$ cat src/rtl/fetch_unit.sv
// Instruction fetch front end: owns the PC, the return-address stack and the instruction register.
// It fetches from a memory with one cycle of read latency and holds each instruction until it is retired.
module fetch_unit #(
    parameter int ADDR_W      = 10,
    parameter int INSTR_W     = 16,
    parameter int STACK_DEPTH = 8,
    parameter int RESET_PC    = 0
) (
    input  logic               clk,
    input  logic               rst,
    output logic               imem_en,
    output logic [ADDR_W-1:0]  imem_addr,
    input  logic [INSTR_W-1:0] imem_data,
    output logic [INSTR_W-1:0] instr,
    output logic               instr_valid,
    input  logic               loadPC,
    input  logic               branch,
    input  logic               call,
    input  logic               ret,
    input  logic [ADDR_W-1:0]  target,
    output logic [ADDR_W-1:0]  pc,
    output logic               stack_empty,
    output logic               stack_full,
    output logic               stack_err
);

    localparam int IDX_W = $clog2(STACK_DEPTH);
    localparam int SP_W  = IDX_W + 1;
    localparam logic [SP_W-1:0] SP_MAX = SP_W'(STACK_DEPTH);

    typedef enum logic [1:0] {FETCH, WAIT, VALID, FAULT} state_t;

    state_t                  state, state_nxt;
    logic [ADDR_W-1:0]       pc_nxt;
    logic [SP_W-1:0]         sp, sp_nxt, sp_dec;
    logic                    err_nxt;
    logic                    push;
    logic [ADDR_W-1:0]       pc_inc;
    logic [ADDR_W-1:0]       stack [STACK_DEPTH];

    assign imem_addr = pc;
    assign pc_inc    = pc + ADDR_W'(1);
    assign sp_dec    = sp - SP_W'(1);

    always_comb begin
        state_nxt = state;
        pc_nxt    = pc;
        sp_nxt    = sp;
        err_nxt   = stack_err;
        push      = 1'b0;
        imem_en   = 1'b0;
        case (state)
            FETCH: begin
                imem_en   = 1'b1;
                state_nxt = WAIT;
            end
            WAIT:  state_nxt = VALID;
            VALID: begin
                if (loadPC) begin
                    state_nxt = FETCH;
                    // ret outranks call, so call+ret pops without pushing
                    if (ret) begin
                        if (sp == '0) begin
                            err_nxt   = 1'b1;
                            state_nxt = FAULT;
                        end else begin
                            sp_nxt = sp_dec;
                            pc_nxt = stack[sp_dec[IDX_W-1:0]];
                        end
                    end else if (call) begin
                        if (sp == SP_MAX) begin
                            err_nxt   = 1'b1;
                            state_nxt = FAULT;
                        end else begin
                            push   = 1'b1;
                            sp_nxt = sp + SP_W'(1);
                            pc_nxt = target;
                        end
                    end else if (branch) begin
                        pc_nxt = target;
                    end else begin
                        pc_nxt = pc_inc;
                    end
                end
            end
            default: state_nxt = FAULT;
        endcase
    end

    always_ff @(posedge clk) begin
        if (!rst) begin
            state       <= FETCH;
            pc          <= ADDR_W'(RESET_PC);
            instr       <= '0;
            instr_valid <= 1'b0;
            sp          <= '0;
            stack_empty <= 1'b1;
            stack_full  <= 1'b0;
            stack_err   <= 1'b0;
        end else begin
            state       <= state_nxt;
            pc          <= pc_nxt;
            sp          <= sp_nxt;
            stack_err   <= err_nxt;
            stack_empty <= (sp_nxt == '0);
            stack_full  <= (sp_nxt == SP_MAX);
            if (state == WAIT) begin
                instr       <= imem_data;
                instr_valid <= 1'b1;
            end else if (state_nxt != VALID) begin
                instr_valid <= 1'b0;
            end
        end
    end

    // Stack storage carries no reset; sp alone defines which entries are live
    always_ff @(posedge clk) begin
        if (push) begin
            stack[sp[IDX_W-1:0]] <= pc_inc;
        end
    end

endmodule

$ cat config.mk
export PLATFORM = sky130hd
export DESIGN_NAME = fetch_unit
export DESIGN_NICKNAME = d
export VERILOG_FILES = /design/src/rtl/fetch_unit.sv
export SDC_FILE = /design/constraint.sdc
export NUM_CORES = 1
export LEC_CHECK = 0
export ABC_AREA = 1
export CORE_ASPECT_RATIO = 0.75
export CORE_MARGIN = 5
export CORE_UTILIZATION = 59
export DETAILED_ROUTE_END_ITERATION = 6
export MAX_ROUTING_LAYER = met4
export PLACE_DENSITY = 0.82
export SYNTH_ARGS = -nofsm -noshare
export SYNTH_HDL_FRONTEND = slang
export SYNTH_SLANG_ARGS = --single-unit
$ cat constraint.sdc
create_clock -name clk -period 7.3 [get_ports clk]
set_clock_uncertainty 0.1 [all_clocks]
set_input_delay 1.46 -clock clk [delete_from_list [all_inputs] [get_ports clk]]
set_output_delay 1.46 -clock clk [all_outputs]
set_load 0.01 [all_outputs]
==> flow_summary.toml <==
[run_status]
outcome = "finished, final reports clean"

[sta]
tns_ns = 0
max_freq_ghz = 0.244
rsz0062_at_grt = "no"
fin_crit_sh_pct = 56.3
slew-limit-headroom_pct = 20.8
tightest_slew_ns = 1.18
setup_viol = 0
drv_slew = 0
hold_violations = 0
fin_crit_ns = 4.11

[cts]
cts-root-buf = "clkbuf_16"
numCtsBuffers = 17
insertion_delay_ns = 0.42
cts.clk_slew.worst_paths_ns = 0.06
hold_buffers = 0
cts_setup_buffers = 0
htreeDepth = 4
numClockSinks = 116
tritoncts = "built"
postCtsResizedCells = 0
clk_path_buf_depth = 2

[floorplanning]
die-area_mm2 = 0.0107
die_w_um = 118
start_util_pct = 60.7
die_h_um = 90.9
core_area_mm2 = 0.00849
io-pin-count = 73
rows = 29

[logic_synthesis]
syn_inst = 551
synthAdderAreaFrac_pct = 0.971
synth_compound_area_share_pct = 11.1
synth-simple-area-share_pct = 19.8
yosysSeqAreaShare_pct = 60.6
synthMuxAreaShare_pct = 0
synth_area_per_cell_um2 = 9.35
synth_top_family_by_area = "simple AND/OR/NAND/NOR gates"
yosys_warnings = 0
syn_nets = 587
synth_area_mm2 = 0.00515
yosys.area_share.xor_xnor_pct = 0.874
synth.distinct_cells = 34
ys_ff_latch = 116

[drt]
routedWlPerCell_um = 19.8
vias = 4297
drc = 0
drt_iter0_markers = 459
drtAntennaViolNets = 0
routed_wl_um = 14600
drtPass1Iterations = 6
via_per_inst = 5.83

[critical_path]
r2r_start = "sp[0]"
crit_fanout = 20
crit_path_start = "ret"
endpoint_kind = "flop"
required_ns = 7.24
critPathKind = "input port to flop"
crit_arrival_ns = 4.05
cp-start-kind = "input port"

[worst_hold_path]
hp-start = "stack_err"
hp-class = "flop to flop"

[global_route]
grt_pass1_wl_um = 22500
grtUsageTotal_pct = 28.3
grt.overflow.total = 0
antenna_found_initial = 0
grt_max_degree = 47
grt_pass1_vias = 4120

[pwr]
p_per_area_mw_per_mm2 = 273
leakage_nw = 2.53
ir_drop_v = 0.000262

[flow_run]
drv_cap = 0

[place]
postPlaceCellArea_mm2 = 0.00587
port_buffers = 72
dp_hpwl_um = 10000
gp_congestion = 0.889

[finish]
finalNetCount = 652
seq_area_mm2 = 0.00312
fillers = 568
antennaDiodeCount = 0
multiInputGateArea_mm2 = 0.00168
synthToLayoutAreaGrowth_pct = 26.0
drive_gt1_share_pct = 7.63
design_area_mm2 = 0.00649
==> worst paths after layout <==
path	end	slack (ns)	cells after the start
max	stack[4][8]	3.19	8
min	stack_err	0.37	2
max reg2reg	stack[4][8]	4.19	9
min reg2reg	stack_err	0.37	2
==> flip-flops by register name (all words and copies together) (netlist names) <==
register,flops
stack,80
instr,16
imem_addr,10
sp,4
state,2
instr_valid,1
stack_empty,1
stack_err,1
stack_full,1
==> synth_stat cells (all sizes together) <==
master	count	area share, %
nand2	63	4.6
o21ai	71	6.9
inv	38	2.8
clkinv	1	0.073
buf	28	3.4
nand4	4	0.49
o211ai	15	2.3
a21oi	10	0.97
o22ai	3	0.36
edfxtp	80	47
a31oi	1	0.12
o21a	2	0.29
nor3	3	0.29
xor2	2	0.70
nand3	34	3.3
ha	4	0.97
dfxtp	36	14
or2	1	0.12
o31ai	1	0.15
nor2	146	11
clkbuf	6	0.46
xnor2	1	0.17
nand3b	1	0.15
==> report_power, final <==
group	total, mW	internal [mW]	leakage (nW)	switching, mW
clock network	0.860	0.560	0.309	0.300
registers	0.734	0.721	1.02	0.0138
logic	0.180	0.0767	1.19	0.104
==> layer usage <==
metal | part of all wire [%] | GRT usage, % | wire length (µm)
met4 | 1.9 | 10.7 | 274
met5 | 0 | - | 0
met2 | 45 | 40.3 | 6480
met1 | 41 | 38.5 | 6040
met3 | 12 | 8.63 | 1770
==> area by class of cell <==
type	instances	area share (%)
multi-input cells	362	25.9
clock buffers	21	7.74
inverters	39	2.29
repair buffers	80	12.0
well taps	108	2.08
flip-flops and latches	116	48.1
clock inverters	11	1.85
==> metrics by stage <==
stage	hold slack [ns]	utilization, %	setup WS, ns	cells	total power, mW
final	0.368	76.5	3.19	737	1.77
after global routing	0.394	76.5	3.08	737	1.83
after CTS	0.371	76.5	3.33	737	1.78
after detailed placement	0.359	69.2	2.91	705	0.925
after global placement	0.352	69.2	3.06	705	0.920
after floorplan	0.374	-	4.01	551	0.840
==> cell families after synthesis <==
group,count (synthesis)
and+or+nand+nor,252
adders and majority gates,4
xor gates and xnor gates,3
DFF,116
AOI/OAI and AO/OA,103
buffers and inverters,73
==> critical path, cell delays in order <==
cell	delay, ns
clkdlybuf4s50_1	0.82
inv_1	0.38
nand2_1	0.18
inv_1	0.14
nand3_1	0.17
inv_1	0.12
nand2_1	0.11
nor2_1	0.66
==> cells in the final DEF (no fill, tap or decap), types with 2 or more instances in the layout <==
cell | synthesis | layout
clkinv_2 | 0 | 4
dfxtp_1 | 36 | 36
o21ai_1 | 2 | 2
o22ai_1 | 3 | 3
inv_1 | 35 | 35
o21a_1 | 2 | 2
buf_4 | 12 | 8
clkdlybuf4s50_1 | 0 | 72
inv_2 | 2 | 2
ha_1 | 4 | 4
nor2_1 | 144 | 144
clkinv_4 | 0 | 3
clkbuf_8 | 0 | 2
clkbuf_16 | 0 | 19
nor3_1 | 3 | 3
edfxtp_1 | 80 | 80
o21ai_0 | 69 | 69
bufinv_16 | 0 | 2
o211ai_1 | 14 | 14
nand4_1 | 4 | 4
inv_4 | 1 | 2
a21oi_1 | 10 | 10
nand3_1 | 34 | 34
nand2_1 | 63 | 63
(Power assumes the default switching activity.)
